<file path="src/rtl/selector_pkg.sv">
// Shared types and size helpers for the board selector.
package selector_pkg;

  typedef enum logic {
    ACTIVO = 1'b0,
    LLENO  = 1'b1
  } estado_t;

  localparam int NUM_BOTONES = 5;
  localparam int B_ARRIBA    = 0;
  localparam int B_ABAJO     = 1;
  localparam int B_IZQ       = 2;
  localparam int B_DER       = 3;
  localparam int B_ELIGE     = 4;

  // Width of the cell index for an n x n board.
  function automatic int calc_w(input int n);
    return (n * n > 1) ? $clog2(n * n) : 1;
  endfunction

  // Width of a row or column counter.
  function automatic int calc_rw(input int n);
    return (n > 1) ? $clog2(n) : 1;
  endfunction

  // Row-major index of the centre cell.
  function automatic int calc_centro(input int n);
    return (n / 2) * n + n / 2;
  endfunction

endpackage

</file>
<file path="src/rtl/detector_flanco.sv">
// Registered rising-edge detector for one debounced button. A button already
// high when reset is released must first be seen low before it can fire.
module detector_flanco (
  input  logic clk,
  input  logic rst_n,
  input  logic d,
  output logic flanco
);

  logic previo;
  logic armado;

  // History bit plus an arm flag that sets once the input has been seen low.
  always_ff @(posedge clk or negedge rst_n) begin
    if (!rst_n) begin
      previo <= 1'b0;
      armado <= 1'b0;
    end else begin
      previo <= d;
      if (!d) armado <= 1'b1;
    end
  end

  assign flanco = d & ~previo & armado;

endmodule

</file>
<file path="src/rtl/selector_tablero.sv">
// Board cursor and cell-ownership tracker for an N x N two-player board.
module selector_tablero
  import selector_pkg::*;
#(
  parameter int N    = 3,
  parameter bit WRAP = 1'b1
) (
  input  logic                 clk,
  input  logic                 rst_n,
  input  logic                 boton_arriba,
  input  logic                 boton_abajo,
  input  logic                 boton_izq,
  input  logic                 boton_der,
  input  logic                 boton_elige,
  input  logic                 turno_p1,
  input  logic                 limpiar,
  output logic [calc_w(N)-1:0] cuadro,
  output logic [N*N-1:0]       p1_mm,
  output logic [N*N-1:0]       p2_mm,
  output logic                 jugada_valida,
  output logic                 jugada_invalida,
  output logic                 tablero_lleno
);

  localparam int NC     = N * N;
  localparam int W      = calc_w(N);
  localparam int RW     = calc_rw(N);
  localparam int CENTRO = calc_centro(N);

  localparam logic [RW-1:0] FILA_C = RW'(CENTRO / N);
  localparam logic [RW-1:0] COL_C  = RW'(CENTRO % N);
  localparam logic [RW-1:0] ULT    = RW'(N - 1);
  localparam logic [RW-1:0] CERO   = '0;
  localparam logic [RW-1:0] UNO    = RW'(1);
  localparam logic [NC-1:0] BIT0   = NC'(1);

  logic [NUM_BOTONES-1:0] botones;
  logic [NUM_BOTONES-1:0] flancos;
  logic [3:0]             dirs;
  logic                   mover;

  logic [RW-1:0] fila_q, fila_d, col_q, col_d;
  logic [NC-1:0] p1_d, p2_d, mascara;
  logic          ocupado;
  logic          val_d, inv_d;
  estado_t       estado_q, estado_d;

  assign botones = {boton_elige, boton_der, boton_izq, boton_abajo, boton_arriba};

  detector_flanco u_flanco [NUM_BOTONES-1:0] (
    .clk    (clk),
    .rst_n  (rst_n),
    .d      (botones),
    .flanco (flancos)
  );

  // A move needs exactly one direction edge and no select edge.
  assign dirs    = flancos[B_DER:B_ARRIBA];
  assign mover   = $onehot(dirs) & ~flancos[B_ELIGE];
  assign cuadro  = W'(fila_q) * W'(N) + W'(col_q);
  assign mascara = BIT0 << cuadro;
  assign ocupado = |((p1_mm | p2_mm) & mascara);

  // Next cursor, maps and result pulses; clear beats select beats moves.
  always_comb begin
    fila_d = fila_q;
    col_d  = col_q;
    p1_d   = p1_mm;
    p2_d   = p2_mm;
    val_d  = 1'b0;
    inv_d  = 1'b0;
    if (limpiar) begin
      fila_d = FILA_C;
      col_d  = COL_C;
      p1_d   = '0;
      p2_d   = '0;
    end else if (flancos[B_ELIGE]) begin
      if (estado_q == ACTIVO && !ocupado) begin
        if (turno_p1) p1_d = p1_mm | mascara;
        else          p2_d = p2_mm | mascara;
        val_d = 1'b1;
      end else begin
        inv_d = 1'b1;
      end
    end else if (mover) begin
      if (dirs[B_ARRIBA]) begin
        if (fila_q == CERO) fila_d = WRAP ? ULT : fila_q;
        else                fila_d = fila_q - UNO;
      end else if (dirs[B_ABAJO]) begin
        if (fila_q == ULT)  fila_d = WRAP ? CERO : fila_q;
        else                fila_d = fila_q + UNO;
      end else if (dirs[B_IZQ]) begin
        if (col_q == CERO)  col_d = WRAP ? ULT : col_q;
        else                col_d = col_q - UNO;
      end else begin
        if (col_q == ULT)   col_d = WRAP ? CERO : col_q;
        else                col_d = col_q + UNO;
      end
    end
  end

  // Cursor counters, ownership maps and one-cycle result pulses.
  always_ff @(posedge clk or negedge rst_n) begin
    if (!rst_n) begin
      fila_q          <= FILA_C;
      col_q           <= COL_C;
      p1_mm           <= '0;
      p2_mm           <= '0;
      jugada_valida   <= 1'b0;
      jugada_invalida <= 1'b0;
    end else begin
      fila_q          <= fila_d;
      col_q           <= col_d;
      p1_mm           <= p1_d;
      p2_mm           <= p2_d;
      jugada_valida   <= val_d;
      jugada_invalida <= inv_d;
    end
  end

  // FSM state register.
  always_ff @(posedge clk or negedge rst_n) begin
    if (!rst_n) estado_q <= ACTIVO;
    else        estado_q <= estado_d;
  end

  // FSM next state: goes full on the edge that fills the last cell.
  always_comb begin
    estado_d = estado_q;
    if (limpiar)                                 estado_d = ACTIVO;
    else if (estado_q == ACTIVO && &(p1_d | p2_d)) estado_d = LLENO;
  end

  // FSM outputs.
  always_comb begin
    tablero_lleno = (estado_q == LLENO);
  end

endmodule

</file>
<file path="config.mk">
export PLATFORM = sky130hd
export DESIGN_NAME = selector_tablero
export DESIGN_NICKNAME = d
export VERILOG_FILES = /design/src/rtl/selector_pkg.sv /design/src/rtl/detector_flanco.sv /design/src/rtl/selector_tablero.sv
export SDC_FILE = /design/constraint.sdc
export NUM_CORES = 1
export LEC_CHECK = 0
export ABC_CLOCK_PERIOD_IN_PS = 4800
export CELL_PAD_IN_SITES_DETAIL_PLACEMENT = 0
export CELL_PAD_IN_SITES_GLOBAL_PLACEMENT = 1
export CORE_MARGIN = 10
export CORE_UTILIZATION = 40
export DETAILED_ROUTE_END_ITERATION = 10
export GPL_ROUTABILITY_DRIVEN = 0
export PLACE_DENSITY_LB_ADDON = 0.1
export SYNTH_ARGS = -nofsm -noshare
export SYNTH_HDL_FRONTEND = slang
export SYNTH_SLANG_ARGS = --single-unit
</file>
<file path="constraint.sdc">
create_clock -name clk -period 4.8 [get_ports clk]
set_input_delay 0.48 -clock clk [delete_from_list [all_inputs] [get_ports clk]]
set_output_delay 0.48 -clock clk [all_outputs]
set_load 0.02 [all_outputs]
</file>
==> results.sh, run 1 <==
export IMPL_grt_max_degree=36
export IMPL_r2r_cells=11
export IMPL_drcViolationCount=0
export IMPL_start_util_pct=42.1
export IMPL_io_buffers=33
export IMPL_yosysSeqAreaShare_pct=46.9
export IMPL_ys_top_cells_by_area="dfrtp_1 44%, o22ai_1 7.0%, ha_1 6.7%"
export IMPL_cp_data_required_time_ns=5.00
export IMPL_n_antenna_cell=0
export IMPL_yosys_area_share_xor_xnor_pct=0
export IMPL_worst_slew_pin_slew_ns=0.629
export IMPL_synth_compound_area_share_pct=14.3
export IMPL_max_slew_margin_pct=57.7
export IMPL_cts_sinks=35
export IMPL_final_cell_area_um2=2340
export IMPL_wirelength_mm=4.52
export IMPL_htreeDepth=2
export IMPL_viasPerCell=5.35
export IMPL_ios=34
export IMPL_multi_input_area_um2=843
export IMPL_area_growth_synth_to_final_pct=24.8
export IMPL_power_density_nw_per_um2=346
export IMPL_finalWorstSetupSlack_ns=1.07
export IMPL_hold_path_end="u_flanco[2].armado$_DFFE_PN0N_"
export IMPL_nets=241
export IMPL_fin_crit_sh_pct=77.8
export IMPL_r2r_end="p1_mm[8]$_DFF_PN0_"
export IMPL_fin_worst_skew_ns=0.00722
export IMPL_dieArea_um2=7820
export IMPL_synth_area_mux_share_pct=2.14
export IMPL_yosys_area_share_simple_pct=18.7
export IMPL_status="complete, no violations"
export IMPL_first_global_vias=1567
export IMPL_synth_top_area_share_pct=44.1
export IMPL_synth_top_family_by_area="simple AND/OR/NAND/NOR gates"
export IMPL_post_dp_cell_area_um2=2250
export IMPL_regArea_um2=878
export IMPL_ys_ff_latch=35
export IMPL_first_iter_violations=38
export IMPL_hold_path_depth=1
export IMPL_tritoncts="done"
export IMPL_leakage_nw=0.990
export IMPL_clk_latency_ns=0.29
export IMPL_antenna_found_initial=0
export IMPL_ys_types=38
export IMPL_yosys_area_top_type="dfrtp_1"
export IMPL_r2r_slack_ns=1.07
export IMPL_cp_start_kind="flop"
export IMPL_drv_slew=0
export IMPL_syn_num_nets=204
export IMPL_r2r_start="fila_q[0]$_DFFE_PN1P_"
export IMPL_cts_inserted_buffers=5
export IMPL_vias=1449
export IMPL_place_hpwl_mm=3.41
export IMPL_post_cts_setup_buffers=0
export IMPL_synth_adder_area_share_pct=9.89
export IMPL_clockBufferDepth=2
export IMPL_final_setup_tns_ns=0
export IMPL_rsz0062_at_grt="no"
export IMPL_synth_area_um2=1870
export IMPL_drive_gt1_share_pct=9.13
export IMPL_crit_fanout=10
export IMPL_die_height_um=88.4
export IMPL_drt_wirelength_per_cell_um=16.7
export IMPL_drv_cap=0
export IMPL_die_w_um=88.4
export IMPL_layout_common_cells="33 x dfrtp_1, 33 x clkdlybuf4s50_1, 31 x inv_1"
export IMPL_grt_first_pass_wirelength_mm=7.80
export IMPL_grt_overflow_total=0
export IMPL_hold_viol=0
export IMPL_worstSetupEndpointType="flop"
export IMPL_syn_area_per_cell_um2=10.3
export IMPL_worstSetupPathType="flop to flop"
export IMPL_core_um2=4440
export IMPL_rows=24
export IMPL_min_from="u_flanco[2].armado$_DFFE_PN0N_"
export IMPL_path_clk_slew_ns=0.07
export IMPL_post_place_ws_ns=1.07
export IMPL_first_pass_iters=4
export IMPL_drt_antenna_violating_nets=0
export IMPL_total_power_mw=0.808
export IMPL_yosysWarningCount=0
export IMPL_cts_root_buf="clkbuf_8"
export IMPL_peakVddDrop_uv=151
export IMPL_post_cts_resize_count=0
export IMPL_postCtsHoldBufs=0
export IMPL_setup_viol=0
export IMPL_period_needed_ns=3.73
export IMPL_hold_path_class="flop to flop"
export IMPL_syn_inst=182
export IMPL_fillers=411
export IMPL_grt_util_all_layers_pct=12.8
export IMPL_whs_ns=0.473
export IMPL_fmax_mhz=268
export IMPL_cp_arrival_ns=3.93
-- worst max path at each step --
| stage | endpoint | start |
|---|---|---|
| final | p1_mm[8]$_DFF_PN0_ | fila_q[0]$_DFFE_PN1P_ |
| after floorplan | tablero_lleno$_DFFE_PN0P_ | fila_q[0]$_DFFE_PN1P_ |
| after global routing | p1_mm[0]$_DFF_PN0_ | fila_q[0]$_DFFE_PN1P_ |
| after CTS | p1_mm[7]$_DFF_PN0_ | fila_q[0]$_DFFE_PN1P_ |
| after global placement | p1_mm[0]$_DFF_PN0_ | fila_q[0]$_DFFE_PN1P_ |
| after detailed placement | p1_mm[7]$_DFF_PN0_ | fila_q[0]$_DFFE_PN1P_ |
-- synth_stat cells --
cell type,n
or4bb_1,1
or4bb_2,2
nand4b_1,3
nor3_1,4
dfrtp_1,33
nor4b_2,1
nand3b_1,4
nor2_1,18
nand3_1,3
o41ai_2,1
or4b_4,2
o32ai_1,1
nand2_1,7
a211o_1,2
dfstp_2,2
o21bai_1,1
ha_1,10
buf_6,2
buf_1,1
a21o_1,1
inv_1,31
a22o_1,1
a31oi_1,2
or4_1,1
o21ai_0,3
nor4_2,1
a21boi_0,1
nand2b_1,6
o211a_1,1
fa_1,3
mux2i_1,4
clkbuf_1,2
o221ai_2,1
nand4_1,1
nand4bb_1,1
o22ai_1,21
a21oi_1,2
nand3b_2,1
-- power breakdown --
| part | total [mW] | switching, mW | internal (mW) | leakage (nW) |
|---|---|---|---|---|
| Combinational | 0.273 | 0.157 | 0.116 | 0.501 |
| Sequential | 0.319 | 0.00971 | 0.309 | 0.443 |
| Clock | 0.216 | 0.104 | 0.113 | 0.0470 |
| Total | 0.808 | 0.271 | 0.538 | 0.990 |
-- cell type report --
class | count | area share (%)
multi-input combinational | 111 | 36.1
clock inverter | 1 | 0.214
timing repair buffer | 35 | 14.8
inverter | 31 | 4.98
tap | 52 | 2.79
sequential | 35 | 37.6
clock buffer | 6 | 3.54
-- flip-flops by register name, summed over array words and instances (netlist names) --
register         count
u_flanco.previo      5
u_flanco.armado      5
jugada_valida        1
fila_q               2
p1_mm                9
col_q                2
jugada_invalida      1
p2_mm                9
tablero_lleno        1
-- kinds of logic (layout without fill, tap and decap cells) --
logic type | after synthesis | count (layout)
simple gates | 56 | 56
compound gates | 38 | 38
buf+inv | 36 | 73
flops | 35 | 35
fa+ha+maj | 13 | 13
mux | 4 | 4
-- stage by stage --
step / utilization (%) / instances
after global routing: 52.6 / 271
after floorplan: - / 182
after global placement: 50.6 / 264
final: 52.6 / 271
after CTS: 52.6 / 271
after detailed placement: 50.6 / 264
-- worst max-delay path, cell delays in order, from the launching register on --
cell and delay (ns):
dfstp_2 0.56, inv_1 0.09, fa_1 0.54, inv_1 0.04, ha_1 0.18, inv_1 0.06, fa_1 0.53, or4bb_2 0.29
nor2_1 0.08, nor4_2 0.61, nand3_1 0.42, o22ai_1 0.24
-- metal layers --
| metal | vias to the layer above | track usage, % | part of all wire [%] |
|---|---|---|---|
| met1 | 711 | 14.3 | 43 |
| met2 | 21 | 22.4 | 51 |
| met5 | - | 0 | 0 |
| met3 | 6 | 3.95 | 5.0 |
| met4 | 0 | 4.41 | 1.1 |
| li1 | 711 | - | - |
(Power assumes the default switching activity.)
==> inputs of run 2 (changes only) <==
--- a/config.mk
+++ b/config.mk
@@ -5,7 +5,7 @@
 export SDC_FILE = /design/constraint.sdc
 export NUM_CORES = 1
 export LEC_CHECK = 0
-export ABC_CLOCK_PERIOD_IN_PS = 4800
+export ABC_CLOCK_PERIOD_IN_PS = 3700
 export CELL_PAD_IN_SITES_DETAIL_PLACEMENT = 0
 export CELL_PAD_IN_SITES_GLOBAL_PLACEMENT = 1
 export CORE_MARGIN = 10
==> constraint.sdc (replaced) <==
create_clock -name clk -period 3.7 [get_ports clk]
set_input_delay 0.37 -clock clk [delete_from_list [all_inputs] [get_ports clk]]
set_output_delay 0.37 -clock clk [all_outputs]
set_load 0.02 [all_outputs]
==> run 2 against run 1 <==
Against the previous run: clock-buffer cell count grew 2; utilization increased by 1.2 points; setup slack lost 0.89 ns; total power grew 33%; register-to-register slack lost 0.89 ns; final area grew 2.3%; combinational power grew 34%.
==> results.sh, run 2 (synthesis gave the netlist of run 1 again) <==
export IMPL_status="complete, no violations"
export IMPL_period_needed_ns=3.52
export IMPL_worst_slew_pin_slew_ns=0.444
export IMPL_r2r_start="fila_q[0]$_DFFE_PN1P_"
export IMPL_setup_worst_path_end="tablero_lleno$_DFFE_PN0P_"
export IMPL_fin_worst_skew_ns=0.00375
export IMPL_n_antenna_cell=0
export IMPL_final_setup_tns_ns=0
export IMPL_drv_slew=0
export IMPL_drive_gt1_share_pct=12.1
export IMPL_r2r_end="tablero_lleno$_DFFE_PN0P_"
export IMPL_grt_overflow_total=0
export IMPL_utilization_pct=53.8
export IMPL_grt_first_pass_wirelength_mm=7.37
export IMPL_ios=34
export IMPL_tritoncts="done"
export IMPL_rows=24
export IMPL_post_cts_resize_count=0
export IMPL_wirelength_mm=4.37
export IMPL_htreeDepth=2
export IMPL_fin_crit_sh_pct=95.2
export IMPL_leakage_nw=1.01
export IMPL_worstPathCellList="inv_1 > fa_1 > inv_1 > ha_1 > inv_1 > fa_2 > or4b_4 > a22o_1 > nor4b_2 > a21oi_1 > o41ai_2"
export IMPL_cts_root_buf="clkbuf_8"
export IMPL_cts_inserted_buffers=5
export IMPL_r2r_cells=11
export IMPL_crit_fanout=10
export IMPL_total_power_mw=1.08
export IMPL_cp_data_required_time_ns=3.89
export IMPL_nets=245
export IMPL_drt_wirelength_per_cell_um=15.8
export IMPL_first_iter_violations=84
export IMPL_dieArea_um2=7820
export IMPL_worstSetupPathType="flop to flop"
export IMPL_first_global_vias=1564
export IMPL_drcViolationCount=0
export IMPL_start_util_pct=42.1
export IMPL_clk_latency_ns=0.28
export IMPL_critical_path_top_delay_family="adder cells"
export IMPL_cp_start_kind="flop"
export IMPL_fmax_mhz=284
export IMPL_worstSetupEndpointType="flop"
export IMPL_min_from="u_flanco[2].armado$_DFFE_PN0N_"
export IMPL_cp_arrival_ns=3.71
export IMPL_cpMostUsedCell="inv_1"
export IMPL_die_height_um=88.4
export IMPL_first_pass_iters=4
export IMPL_critPathMaxStageDelay_ns=0.56
export IMPL_layout_common_cells="33 x dfrtp_1, 33 x clkdlybuf4s50_1, 31 x inv_1"
export IMPL_hold_path_class="flop to flop"
export IMPL_r2r_slack_ns=0.18
export IMPL_postCtsHoldBufs=0
export IMPL_crit_start="fila_q[0]$_DFFE_PN1P_"
export IMPL_place_hpwl_mm=3.28
export IMPL_cts_sinks=35
export IMPL_io_buffers=33
export IMPL_max_slew_margin_pct=70.4
export IMPL_grt_max_degree=36
export IMPL_viasPerCell=5.25
export IMPL_vias=1449
export IMPL_antenna_found_initial=0
export IMPL_drt_antenna_violating_nets=0
export IMPL_power_density_nw_per_um2=451
export IMPL_whs_ns=0.468
export IMPL_post_cts_setup_buffers=0
export IMPL_path_clk_slew_ns=0.07
export IMPL_hold_viol=0
export IMPL_die_w_um=88.4
export IMPL_crit_path_top_delay_cell="dfstp_2"
export IMPL_critical_path_buf_inv_count=3
export IMPL_cp_depth=11
export IMPL_drv_cap=0
export IMPL_peakVddDrop_uv=218
export IMPL_clockBufferDepth=2
export IMPL_rsz0062_at_grt="no"
export IMPL_setup_viol=0
export IMPL_reg_top3="p1_mm x9, p2_mm x9"
export IMPL_grt_util_all_layers_pct=12.0
export IMPL_core_um2=4440
export IMPL_area_growth_synth_to_final_pct=27.7
## run 2: per-stage QoR
step	area [um^2]	cells	worst slack, ns
floorplan	1870	182	0.321
global placement	2280	268	0.123
detailed placement	2280	268	0.123
CTS	2380	276	0.0952
global route	2390	276	0.0145
finish	2390	276	0.179
## run 2: how the worst min path moves through the flow
stage / endpoint / slack [ns] / depth (start not counted)
2_1_floorplan: col_q[1]$_DFFE_PN0P_ / 0.07 / 0
3_5_place_dp: u_flanco[2].armado$_DFFE_PN0N_ / 0.46 / 1
3_3_place_gp: u_flanco[1].armado$_DFFE_PN0N_ / 0.45 / 1
5_1_grt: u_flanco[2].armado$_DFFE_PN0N_ / 0.49 / 1
6_report: u_flanco[2].armado$_DFFE_PN0N_ / 0.47 / 1
4_1_cts: u_flanco[2].armado$_DFFE_PN0N_ / 0.48 / 1
## run 2: worst reg2reg max path: stages, from the launching register on
cell     delay, ns
dfstp_2       0.56
inv_1         0.09
fa_1          0.54
inv_1         0.05
ha_1          0.18
inv_1         0.06
fa_2          0.50
or4b_4        0.55
a22o_1        0.27
nor4b_2       0.26
a21oi_1       0.11
o41ai_2       0.26
## run 2: power breakdown
part	switching, mW	internal [mW]
registers	0.0122	0.401
logic	0.203	0.163
clock network	0.128	0.170
## run 2: cell type report
class,count,area [um^2]
clock buffer,8,100
fill,431,2050
tap,52,65.1
sequential,35,878
multi-input combinational,111,855
inverter,31,116
timing repair buffer,39,375
## run 2: layer usage
metal  global-route usage, %  share of wire [%]
met2                    20.2                 51
met3                    3.77                5.6
met4                    5.73                1.7
met5                       0                  0
met1                    13.4                 42
==> inputs of run 3 (changes only) <==
--- a/config.mk
+++ b/config.mk
@@ -6,6 +6,7 @@
 export NUM_CORES = 1
 export LEC_CHECK = 0
 export ABC_CLOCK_PERIOD_IN_PS = 3700
+export CAP_MARGIN = 20
 export CELL_PAD_IN_SITES_DETAIL_PLACEMENT = 0
 export CELL_PAD_IN_SITES_GLOBAL_PLACEMENT = 1
 export CORE_MARGIN = 10
==> results of run 3 <==
The final DEF is identical to that of run 2; final timing and power are the same.
